--- src/rtl/or_gate_arb_pkg.sv ---
// Shared definitions for the round-robin OR-combine arbiter.
//   clog2_min1 : index width helper, never returns less than 1 bit
//   DEF_*      : default parameter values for the arbiter top
//   id_t       : requester index type for the default requester count
package or_gate_arb_pkg;

    localparam int DEF_NUM      = 4;
    localparam int DEF_BITS     = 32;
    localparam int DEF_CNT_BITS = 16;

    // A single requester still needs a 1-bit index field.
    function automatic int clog2_min1(input int n);
        return (n <= 2) ? 1 : $clog2(n);
    endfunction

    typedef logic [clog2_min1(DEF_NUM)-1:0] id_t;

endpackage

--- src/rtl/or_gate_rr_pick.sv ---
// Combinational round-robin picker.
//   req    : per-requester request bits
//   ptr    : index where the search starts (highest priority)
//   grant  : one-hot grant, zero when no request is set
//   gnt_id : index of the granted requester (0 when none)
//   any    : at least one request is set
module or_gate_rr_pick
    import or_gate_arb_pkg::*;
#(
    parameter int num  = DEF_NUM,
    parameter int id_w = clog2_min1(num)
) (
    input  logic [num-1:0]  req,
    input  logic [id_w-1:0] ptr,
    output logic [num-1:0]  grant,
    output logic [id_w-1:0] gnt_id,
    output logic            any
);

    logic [num-1:0] rot;
    int             sel;

    // Duplicating req and shifting by ptr puts the requester at ptr in bit 0
    // and the wrapped-around ones above it, so a plain lowest-bit priority
    // encode implements the circular search. The scan runs downward so the
    // last hit is the lowest set bit.
    always_comb begin
        rot = num'({req, req} >> ptr);
        any = 1'b0;
        sel = 0;
        for (int j = num - 1; j >= 0; j--) begin
            if (rot[j]) begin
                any = 1'b1;
                sel = int'(ptr) + j;
            end
        end
        if (sel >= num) begin
            sel = sel - num;
        end
        gnt_id = id_w'(sel);
        grant  = any ? (num'(1) << gnt_id) : '0;
    end

endmodule

--- src/rtl/or_gate_rr_arb.sv ---
// Round-robin arbiter sharing one registered OR-combine stage.
//   clk, rst_n : clock, asynchronous active-low reset
//   in_valid   : per-requester valid
//   in_w, in_r : per-requester word pair, requester k at [k*bits +: bits]
//   in_ready   : one-hot (or zero) acceptance strobe back to requesters
//   out_valid  : output register holds a result
//   out_ready  : downstream consumer accepts the result
//   out_data   : in_w[k] | in_r[k] of the granted requester, registered
//   out_id     : index k that produced out_data
//   xfer_cnt   : wrapping count of accepted input transfers
module or_gate_rr_arb
    import or_gate_arb_pkg::*;
#(
    parameter int num      = DEF_NUM,
    parameter int bits     = DEF_BITS,
    parameter int cnt_bits = DEF_CNT_BITS
) (
    input  logic                       clk,
    input  logic                       rst_n,
    input  logic [num-1:0]             in_valid,
    input  logic [num*bits-1:0]        in_w,
    input  logic [num*bits-1:0]        in_r,
    output logic [num-1:0]             in_ready,
    output logic                       out_valid,
    input  logic                       out_ready,
    output logic [bits-1:0]            out_data,
    output logic [clog2_min1(num)-1:0] out_id,
    output logic [cnt_bits-1:0]        xfer_cnt
);

    localparam int id_w = clog2_min1(num);

    logic [id_w-1:0] ptr;
    logic [num-1:0]  grant;
    logic [id_w-1:0] gnt_id;
    logic            any;
    logic            load;
    logic            xfer;
    logic [bits-1:0] sel_w;
    logic [bits-1:0] sel_r;

    or_gate_rr_pick #(
        .num  (num),
        .id_w (id_w)
    ) u_pick (
        .req    (in_valid),
        .ptr    (ptr),
        .grant  (grant),
        .gnt_id (gnt_id),
        .any    (any)
    );

    // rst_n is folded in so no requester sees ready while reset is held,
    // even though the cleared output register would otherwise allow a load.
    always_comb begin
        load     = rst_n && (!out_valid || out_ready);
        in_ready = grant & {num{load}};
        xfer     = any && load;
        sel_w    = in_w[int'(gnt_id)*bits +: bits];
        sel_r    = in_r[int'(gnt_id)*bits +: bits];
    end

    always_ff @(posedge clk or negedge rst_n) begin
        if (!rst_n) begin
            out_valid <= 1'b0;
            out_data  <= '0;
            out_id    <= '0;
            xfer_cnt  <= '0;
            ptr       <= '0;
        end else if (xfer) begin
            out_valid <= 1'b1;
            out_data  <= sel_w | sel_r;
            out_id    <= gnt_id;
            xfer_cnt  <= xfer_cnt + cnt_bits'(1);
            ptr       <= (gnt_id == id_w'(num - 1)) ? '0 : gnt_id + id_w'(1);
        end else if (out_ready) begin
            out_valid <= 1'b0;
        end
    end

endmodule

--- config.mk ---
export PLATFORM = sky130hd
export DESIGN_NAME = or_gate_rr_arb
export DESIGN_NICKNAME = d
export VERILOG_FILES = /design/src/rtl/or_gate_arb_pkg.sv /design/src/rtl/or_gate_rr_pick.sv /design/src/rtl/or_gate_rr_arb.sv
export SDC_FILE = /design/constraint.sdc
export NUM_CORES = 1
export LEC_CHECK = 0
export CAP_MARGIN = 5
export CORE_AREA = 3 3 124 126
export CTS_CLUSTER_SIZE = 28
export DETAILED_ROUTE_END_ITERATION = 8
export DIE_AREA = 0 0 127 129
export GPL_TIMING_DRIVEN = 0
export PLACE_DENSITY_LB_ADDON = 0.25
export RECOVER_POWER = 100
export SETUP_SLACK_MARGIN = 0.5
export SYNTH_ARGS = -nofsm -noshare
export SYNTH_HDL_FRONTEND = slang
export SYNTH_HIERARCHICAL = 1
export SYNTH_SLANG_ARGS = --single-unit
--- constraint.sdc ---
create_clock -name clk -period 2.6 [get_ports clk]
set_input_delay 0.26 -clock clk [delete_from_list [all_inputs] [get_ports clk]]
set_output_delay 0.26 -clock clk [all_outputs]
set_load 0.005 [all_outputs]
### After elaboration in Yosys (flattened, before gate mapping)

Index checks and enable logic that the tools add are counted.

| word-level totals | value |
|---|---|
| logic and storage cells | 37 |
| output and inout bits | 55 |
| register bits | 53 |
| bits of input ports | 263 |

| operators by class | value |
|---|---|
| $add $sub $neg | 6 |
| $lt $le $gt $ge | 1 |
| equal/unequal tests | 1 |
| reduce and logical (&&, ||, !) cells | 5 |
| multiplexer cells | 13 |
| shifts and indexed selects | 4 |
| bitwise operators | 2 |

Operator list:

| cell | count |
|---|---|
| 128-bit by 8-bit variable part select with 32-bit output | 2 |
| 32-bit two-way mux | 4 |
| 32-bit by 4-bit >= comparator with 1-bit output, second input constant | 1 |
| 32-bit OR | 1 |
| 16-bit by 1-bit adder with 16-bit output, second input constant | 1 |
| 8-bit by 2-bit >> shifter with 4-bit output | 1 |
| 2-bit by 2-bit adder with 3-bit output, second input constant | 2 |
| 1-bit two-way mux | 6 |
| 4-bit bitwise AND | 1 |
| 2-bit two-way mux | 2 |
| 4-bit two-way mux | 1 |
| 1-bit by 2-bit left shift with 4-bit output, first input constant | 1 |
| 2-bit by 1-bit adder with 3-bit output, second input constant | 1 |
| 2-bit by 1-bit adder with 2-bit output, second input constant | 1 |
| 2-bit equality test, second input constant | 1 |
| 1-bit logical AND | 2 |
| 2-bit nonzero test | 1 |
| 2-bit by 1-bit subtractor with 2-bit output, second input constant | 1 |
| 1-bit logical NOT | 1 |
| 1-bit logical OR | 1 |

### Longest topological paths before layout

Gate-level depths: netlist (run 1).

| depth | value |
|---|---|
| depth in word-level cells | 10 |
| mapped depth | 10 |
| mapped depth without buffers | 7 |

### Modules after synthesis

The synthesis (run 1) kept the hierarchy.

Modules (own cells, without submodules):

| module | times used | sequential area each (sq um) | area each (sq um) | cells each |
|---|---|---|---|---|
| or_gate_rr_arb | 1 | 1326.3 | 3300.7 | 439 |
| or_gate_rr_pick | 1 | 0.0 | 178.9 | 32 |

### Worst setup path before layout (run 1)

Ideal clock, no wire load.

| timing | value |
|---|---|
| path kind | reg-to-reg |
| start | register ptr[0] |
| end | register out_data[0] |
| library setup time | 0.133 ns |
| period minus slack after synthesis | 1.857 ns |
| arrival time | 1.724 ns |
| path slack | 0.743 ns |
| stages on the path, launching flop included | 9 |
| required time | 2.467 ns |
| path buffers | 2 |
| path through | dfrtp_1 nand2b_2 o21ai_1 a211oi_2 clkbuf_1 clkbuf_1 a211oi_1 a21oi_1 o21ai_0 |

| between the ends | value |
|---|---|
| cells in the longest elaborated chain, start to end | 9 |
| elaborated cells on any way between the ends | 19 |
| classes of those cells | add/sub: 4; order compare: 1; shift: 3; mux: 9; bitwise: 1; reduce/logical: 1 |

Ends and longest elaborated chain:

| element | line | text |
|---|---|---|
| start, declared | or_gate_rr_arb.sv:33 | `logic [id_w-1:0] ptr;` |
| start signal, assigned | or_gate_rr_arb.sv:75 | `ptr <= (gnt_id == id_w'(num - 1)) ? '0 : gnt_id + id_w'(1);` |
| 2-bit by 2-bit adder with 3-bit output or 8-bit by 2-bit >> shifter with 4-bit output (tied branches) | or_gate_rr_pick.sv:34, or_gate_rr_pick.sv:28 |  |
| 32-bit two-way mux (3 in series) | or_gate_rr_pick.sv:32 | `if (rot[j]) begin` |
| 32-bit two-way mux * | or_gate_rr_pick.sv:32 |  |
| 32-bit by 4-bit >= comparator with 1-bit output or 2-bit by 1-bit subtractor with 2-bit output (tied branches) | or_gate_rr_pick.sv:37, or_gate_rr_pick.sv:38 |  |
| 2-bit two-way mux * | or_gate_rr_pick.sv:37 | `if (sel >= num) begin` |
| net gnt_id[0] | or_gate_rr_arb.sv:35 | `logic [id_w-1:0] gnt_id;` |
| 128-bit by 8-bit variable part select with 32-bit output, on equally long branches | or_gate_rr_arb.sv:59, or_gate_rr_arb.sv:60 |  |
| 32-bit OR * | or_gate_rr_arb.sv:72 | `out_data <= sel_w \| sel_r;` |
| end signal, assigned | or_gate_rr_arb.sv:72 |  |
| end, declared | or_gate_rr_arb.sv:26 | `output logic [bits-1:0] out_data,` |

The timed path passes the listed nets; every way through them passes the cells marked *.
A chain may end at the register's enable or synchronous reset.

### Worst setup path in the final report (run 1)

| timing | value |
|---|---|
| start | register ptr[0] |
| end | register out_data[23] |

The elaborated chain is that of the path after synthesis.

==> out/metrics.yaml, run 1 <==
outcome:
  status: "complete, but fails checks"
  violations: "max-capacitance violations, max-slew violations"
finish:
  n_antenna_cell: 0
  fillCellCount: 1416
  syn2layout_area_growth_pct: 107
  seq_area_mm2: 0.00133
  final_cell_mix: "clkdlybuf4s50_1 (256), nor2_1 (74), nor3_1 (67), a21oi_1 (67), dlygate4sd3_1 (54)"
  drive_gt1_share_pct: 5.70
  multi_input_area_mm2: 0.00201
  nets: 1071
  final_common_cell: "clkdlybuf4s50_1"
critical_path:
  cp.arrival_ps: 2320
  reg2reg_to: "out_data[23]$_DFFE_PN0P_"
  r2r_setup_slack_ps: 430
  r2r_cells: 10
  startpoint: "ptr[0]$_DFFE_PN0P_"
  criticalPathCategory: "register to register"
  crit_path_end_kind: "register"
  cp_data_required_time_ps: 2760
  start_kind: "register"
  worstReg2RegStart: "ptr[0]$_DFFE_PN0P_"
  crit_fanout: 10
sta:
  slew_violations: 31
  setup_viol: 0
  period_minus_slack_ps: 2170
  timing.fmax_mhz: 462
  skew_ps: 6.64
  period_share_pct: 83.3
  grt_setup_unrepaired: "true"
  whs_ps: 468
  hold_violations: 0
  maxSlewHeadroom_pct: -10.2
  worst_pin_slew_ps: 1650
synth:
  ys_seq_area_share_pct: 38.1
  synth_area_mm2: 0.00348
  synth.yosys.warnings: 6
  ys_async_sr_fraction_pct: 100
  synth_edf_count: 0
  synth_ff_type: "dfrtp_1"
  yosysTopAreaCell: "dfrtp_1"
  ys_ff_latch: 53
  synth_top_area_share_pct: 38.1
  syn_inst: 471
  syn_nets: 736
  syn_area_per_cell_um2: 7.39
  synthTopCellsByArea: "dfrtp_1 (38%), a21oi_1 (9.9%), nor3_1 (9.8%)"
  yosysUniqueCellTypes: 33
power_and_ir_drop:
  leakage_nw: 2.93
  p_sw_share_pct: 37.9
  p_int_w: 0.00286
  p_comb_share_pct: 55.1
  clkPwrFrac_pct: 16.4
  seqPwrFrac_pct: 28.4
  ir_worst_vdd_mv: 0.297
  p_sw_w: 0.00175
  p_per_area_mw_per_mm2: 640
  design_power_total_w: 0.00461
min_path:
  min_from: "xfer_cnt[15]$_DFFE_PN0P_"
  min_to: "xfer_cnt[15]$_DFFE_PN0P_"
  hold_class: "register to register"
  hold_depth: 1
die:
  rows: 44
  coreArea_mm2: 0.0144
  io-pin-count: 318
  die_w_um: 127
  die_h_um: 129
  start_util_pct: 24.1
  die_area_mm2: 0.0164
clock_tree:
  cts-root-buf: "clkbuf_16"
  clk_pin_slew_worst_paths_ps: 70
  clk_latency_ps: 290
  numCtsBuffers: 5
  cts_sinks: 53
  cts_max_path_buffers: 2
  tritoncts: "done"
  htree_levels: 2
placed_design:
  routabilityCongestion: 0.868
  hpwlAfterDp_mm: 15.2
  port_buffers: 317
global_routing:
  gr-total-overflow: 0
  antenna_found_initial: 5
  grt.total_usage_pct: 21.3
  grt_max_degree: 31
  grt_pass1_wl_mm: 27.3
  grt_pass1_vias: 5062
route:
  drc: 0
  drt_iter0_drc: 205
  wl_per_cell_um: 18.3
  drtAntennaViolNets: 0
  drt-total-wl_mm: 18.1
  drtPass1Iterations: 4
  vias: 4758
  viasPerCell: 4.80
flow_run:
  maxCapViolCount: 1
[how the worst max path moves through the flow]
stage / endpoint / cells after the start
after global routing: out_data[18]$_DFFE_PN0P_ / 11
after global placement: out_data[8]$_DFFE_PN0P_ / 5
after detailed placement: out_data[2]$_DFFE_PN0P_ / 9
after floorplan: out_data[0]$_DFFE_PN0P_ / 8
final: out_data[23]$_DFFE_PN0P_ / 10
after CTS: in_ready[0] / 5
[layer usage]
metal | GRT usage, % | share of wire, %
met1 | 24.4 | 37
met2 | 39.5 | 53
met3 | 6.52 | 7.9
met4 | 3.85 | 1.6
met5 | 0 | 0.32
[what timing repair did]
action | in CTS | in global routing
resized for setup | 30 | 38
setup buffers | 4 | 3
hold endpoints to repair | 18 | 0
endpoints found under the setup margin | 39 | 35
pin swaps | 2 | 8
hold buffers | 3 | 0
[power by group through the flow]
stage	clock, W	sequential [W]	combinational [W]
3_5_place_dp	0	0.00134	0.00248
5_1_grt	0.000820	0.00136	0.00279
2_1_floorplan	0	0.00133	0.00103
3_3_place_gp	0	0.00132	0.00245
4_1_cts	0.000780	0.00132	0.00259
6_report	0.000758	0.00131	0.00254
[synthesized netlist by cell type (2+ instances only)]
| master | n |
|---|---|
| dfrtp_1 | 53 |
| xnor2_1 | 9 |
| nand2_1 | 51 |
| nand4_1 | 4 |
| nor2_1 | 74 |
| a21oi_1 | 69 |
| nor2b_1 | 2 |
| xor2_1 | 6 |
| nand3_1 | 8 |
| nor3_2 | 2 |
| nand2b_1 | 2 |
| ha_1 | 2 |
| and3_1 | 5 |
| nor3_1 | 68 |
| nand2b_2 | 2 |
| buf_2 | 8 |
| o21ai_0 | 33 |
| inv_1 | 7 |
| a211oi_1 | 33 |
| clkbuf_1 | 20 |
[area by class of cell]
cell class	instances	share of cell area, %
Timing Repair Buffer	328	45.0
Multi-Input combinational cell	382	27.9
Sequential cell	53	18.4
Tap cell	184	3.19
Buffer	29	2.78
Clock buffer	5	1.74
Clock inverter	3	0.642
Inverter	7	0.365
[per-stage QoR]
stage               area (um^2)  TNS [ps]  utilization (%)  std cells  setup slack, ps
finish                     7210         0             50.0        991              434
global route               7210         0             50.0        991              253
CTS                        7180         0             49.8        988              478
detailed placement         6900     -7080             47.8        973             -332
global placement           6880   -125400             47.7        972            -1930
floorplan                  3480         0                -        471              743
[flip-flops by register name (all words and copies together), names as in the netlist]
name	count
out_data	32
xfer_cnt	16
out_id	2
ptr	2
out_valid	1
[cell families (layout without fill, tap and decap cells)]
family | after synthesis | in the layout | share of synthesized area [%]
AOI/OAI and AO/OA | 141 | 141 | 23.3
xor gates and xnor gates | 15 | 15 | 3.78
adders and majority gates | 2 | 2 | 0.719
buffers and inverters | 36 | 372 | 4.28
DFF | 53 | 53 | 38.1
and+or+nand+nor | 224 | 224 | 29.8
[worst max-delay path, stage by stage, from the launching register on]
cell      delay (ps)
dfrtp_1          410
nand2b_4         170
a21oi_1          310
a21oi_2           50
clkbuf_1         180
buf_6            180
buf_4            180
nor3_1           230
a21oi_1           60
a21oi_1          170
o21ai_0           90
Note: power is estimated with default switching activity, not from simulation.
==> run 2, diff against run 1 <==
--- a/config.mk
+++ b/config.mk
@@ -6,10 +6,10 @@
 export NUM_CORES = 1
 export LEC_CHECK = 0
 export CAP_MARGIN = 5
-export CORE_AREA = 3 3 124 126
+export CORE_AREA = 3 3 123 125
 export CTS_CLUSTER_SIZE = 28
 export DETAILED_ROUTE_END_ITERATION = 8
-export DIE_AREA = 0 0 127 129
+export DIE_AREA = 0 0 126 128
 export GPL_TIMING_DRIVEN = 0
 export PLACE_DENSITY_LB_ADDON = 0.25
 export RECOVER_POWER = 100
==> constraint.sdc (replaced) <==
create_clock -name clk -period 1.8 [get_ports clk]
set_input_delay 0.18 -clock clk [delete_from_list [all_inputs] [get_ports clk]]
set_output_delay 0.18 -clock clk [all_outputs]
set_load 0.005 [all_outputs]
==> run 2 against run 1 <==
  * The run ends with negative setup slack left
  * Clock power up 39%
  * Final cell count up 5.4%
  * Worst hold slack worse by 180 ps
  * Die area down 1.6%
  * Flip-flop and latch count unchanged
  * Routed wire length up 18%
==> out/metrics.yaml, run 2 (synthesis gave the netlist of run 1 again) <==
placed_design:
  routabilityCongestion: 0.884
  dp_cells: 969
  hpwlAfterDp_mm: 15.9
  port_buffers: 317
global_routing:
  antenna_found_initial: 5
  gr-total-overflow: 0
  grt.total_usage_pct: 23.3
  grt_pass1_wl_mm: 29.2
  grt_pass1_vias: 5246
  grt_max_degree: 33
power_and_ir_drop:
  p_per_area_mw_per_mm2: 997
  leakage_nw: 3.56
  ir_worst_vdd_mv: 0.547
route:
  top_layer: "met5"
  wl_met3_mm: 1.44
  drt_iter0_drc: 163
  drc: 0
  viasPerCell: 4.94
  vias: 5163
  drt-total-wl_mm: 21.4
  route.met2.wl_mm: 11.7
  met1_length_mm: 7.76
  drtPass1Iterations: 6
  wl_per_cell_um: 20.5
  drtAntennaViolNets: 0
finish:
  final_common_cell: "clkdlybuf4s50_1"
  multi_input_area_mm2: 0.00268
  syn2layout_area_growth_pct: 147
  final_cell_mix: "clkdlybuf4s50_1 (256), nor2_1 (69), nand2_1 (52)"
  finalNonFillerCells: 1045
  largestRegisters: "out_data: 32 flops, xfer_cnt: 16 flops"
  regMostFlops: "out_data"
  seq_area_mm2: 0.00134
  largest_reg_flops: 32
  fillCellCount: 1266
  drive_gt1_share_pct: 25.9
  nets: 1128
clock_tree:
  tritoncts: "done"
  cts_sinks: 53
  clk_pin_slew_worst_paths_ps: 80
  cts_max_path_buffers: 2
  clk_latency_ps: 300
  numCtsBuffers: 5
  cts-root-buf: "clkbuf_16"
  htree_levels: 2
critical_path:
  cp.arrival_ps: 2100
  start_kind: "register"
  criticalPathCategory: "register to register"
  crit_fanout: 6
  crit_path_end_kind: "register"
  cp_data_required_time_ps: 1970
sta:
  tns_ps: -2370
  maxSlewHeadroom_pct: 18.2
  worst_pin_slew_ps: 1230
  skew_ps: 4.90
  period_minus_slack_ps: 1930
  slew_violations: 0
  period_share_pct: 107
  grt_setup_unrepaired: "true"
  timing.fmax_mhz: 518
  setup_viol: 34
  setup_ws_ps: -129
  hold_violations: 0
min_path:
  hold_class: "input pin to asynchronous set/reset pin"
die:
  die_w_um: 126
  start_util_pct: 24.9
  io-pin-count: 318
  rows: 43
  coreArea_mm2: 0.0140
  die_area_mm2: 0.0161
  die_h_um: 128
outcome:
  violations: "negative setup slack"
  status: "complete, but fails checks"
flow_run:
  maxCapViolCount: 0
-- run 2: per-stage QoR --
stage	area [um^2]	hold WS [ps]	total power, W	worst slack, ps	utilization [%]
CTS	7810	294	0.00748	-100	55.8
finish	8580	287	0.00855	-129	61.3
global route	8580	340	0.00901	-211	61.3
global placement	7060	457	0.00573	-2650	50.4
floorplan	3660	-116	0.00366	187	-
detailed placement	7070	233	0.00580	-646	50.5
-- run 2: worst max-delay path, cell delays in order (launching register included) --
cell       delay, ps
dfrtp_2          450
nand2b_4         180
a21oi_4          160
a21oi_2           50
buf_6            150
clkbuf_16        170
buf_12           140
nor3_2           190
a21oi_1           80
a21oi_1          140
o21ai_1           80
-- run 2: cell type report --
cell class,instances,area share [%]
flip-flops and latches,53,15.6
plain buffers,29,4.27
inverters,7,0.335
clock inverters,3,0.335
multi-input cells,382,31.3
well taps,180,2.62
clock buffers,5,1.46
repair buffers,385,44.1
diodes,1,0.0292
-- run 2: repair_timing --
action,in CTS,in global routing
hold endpoints to repair,21,0
setup buffers,42,15
endpoints found under the setup margin,107,76
pin swaps,29,66
hold buffers,2,0
gates resized for setup,146,132
cloned,1,7
-- run 2: final timing paths --
check,startpoint,to,slack [ps],cells past startpoint
max,ptr[0]$_DFFE_PN0P_,out_data[15]$_DFFE_PN0P_,-130,10
min,rst_n,xfer_cnt[13]$_DFFE_PN0P_,290,2
max reg2reg,ptr[0]$_DFFE_PN0P_,out_data[15]$_DFFE_PN0P_,-130,10
min reg2reg,out_id[0]$_DFFE_PN0P_,out_id[0]$_DFFE_PN0P_,480,2
max in group asynchronous,rst_n,xfer_cnt[0]$_DFFE_PN0P_,550,3
min in group clk,out_ready,out_valid$_DFFE_PN0P_,320,3
-- run 2: layer usage --
layer  up-vias  GRT usage, %
li1       2464             -
met5         -             0
met3        37          7.54
met2       201          43.5
met4         8          6.31
met1      2453          25.4
-- run 2: power by group --
group	total, W	internal (W)	switching [W]
sequential	0.00189	0.00160	0.000286
clock	0.00105	0.000536	0.000515
combinational	0.00562	0.00305	0.00257
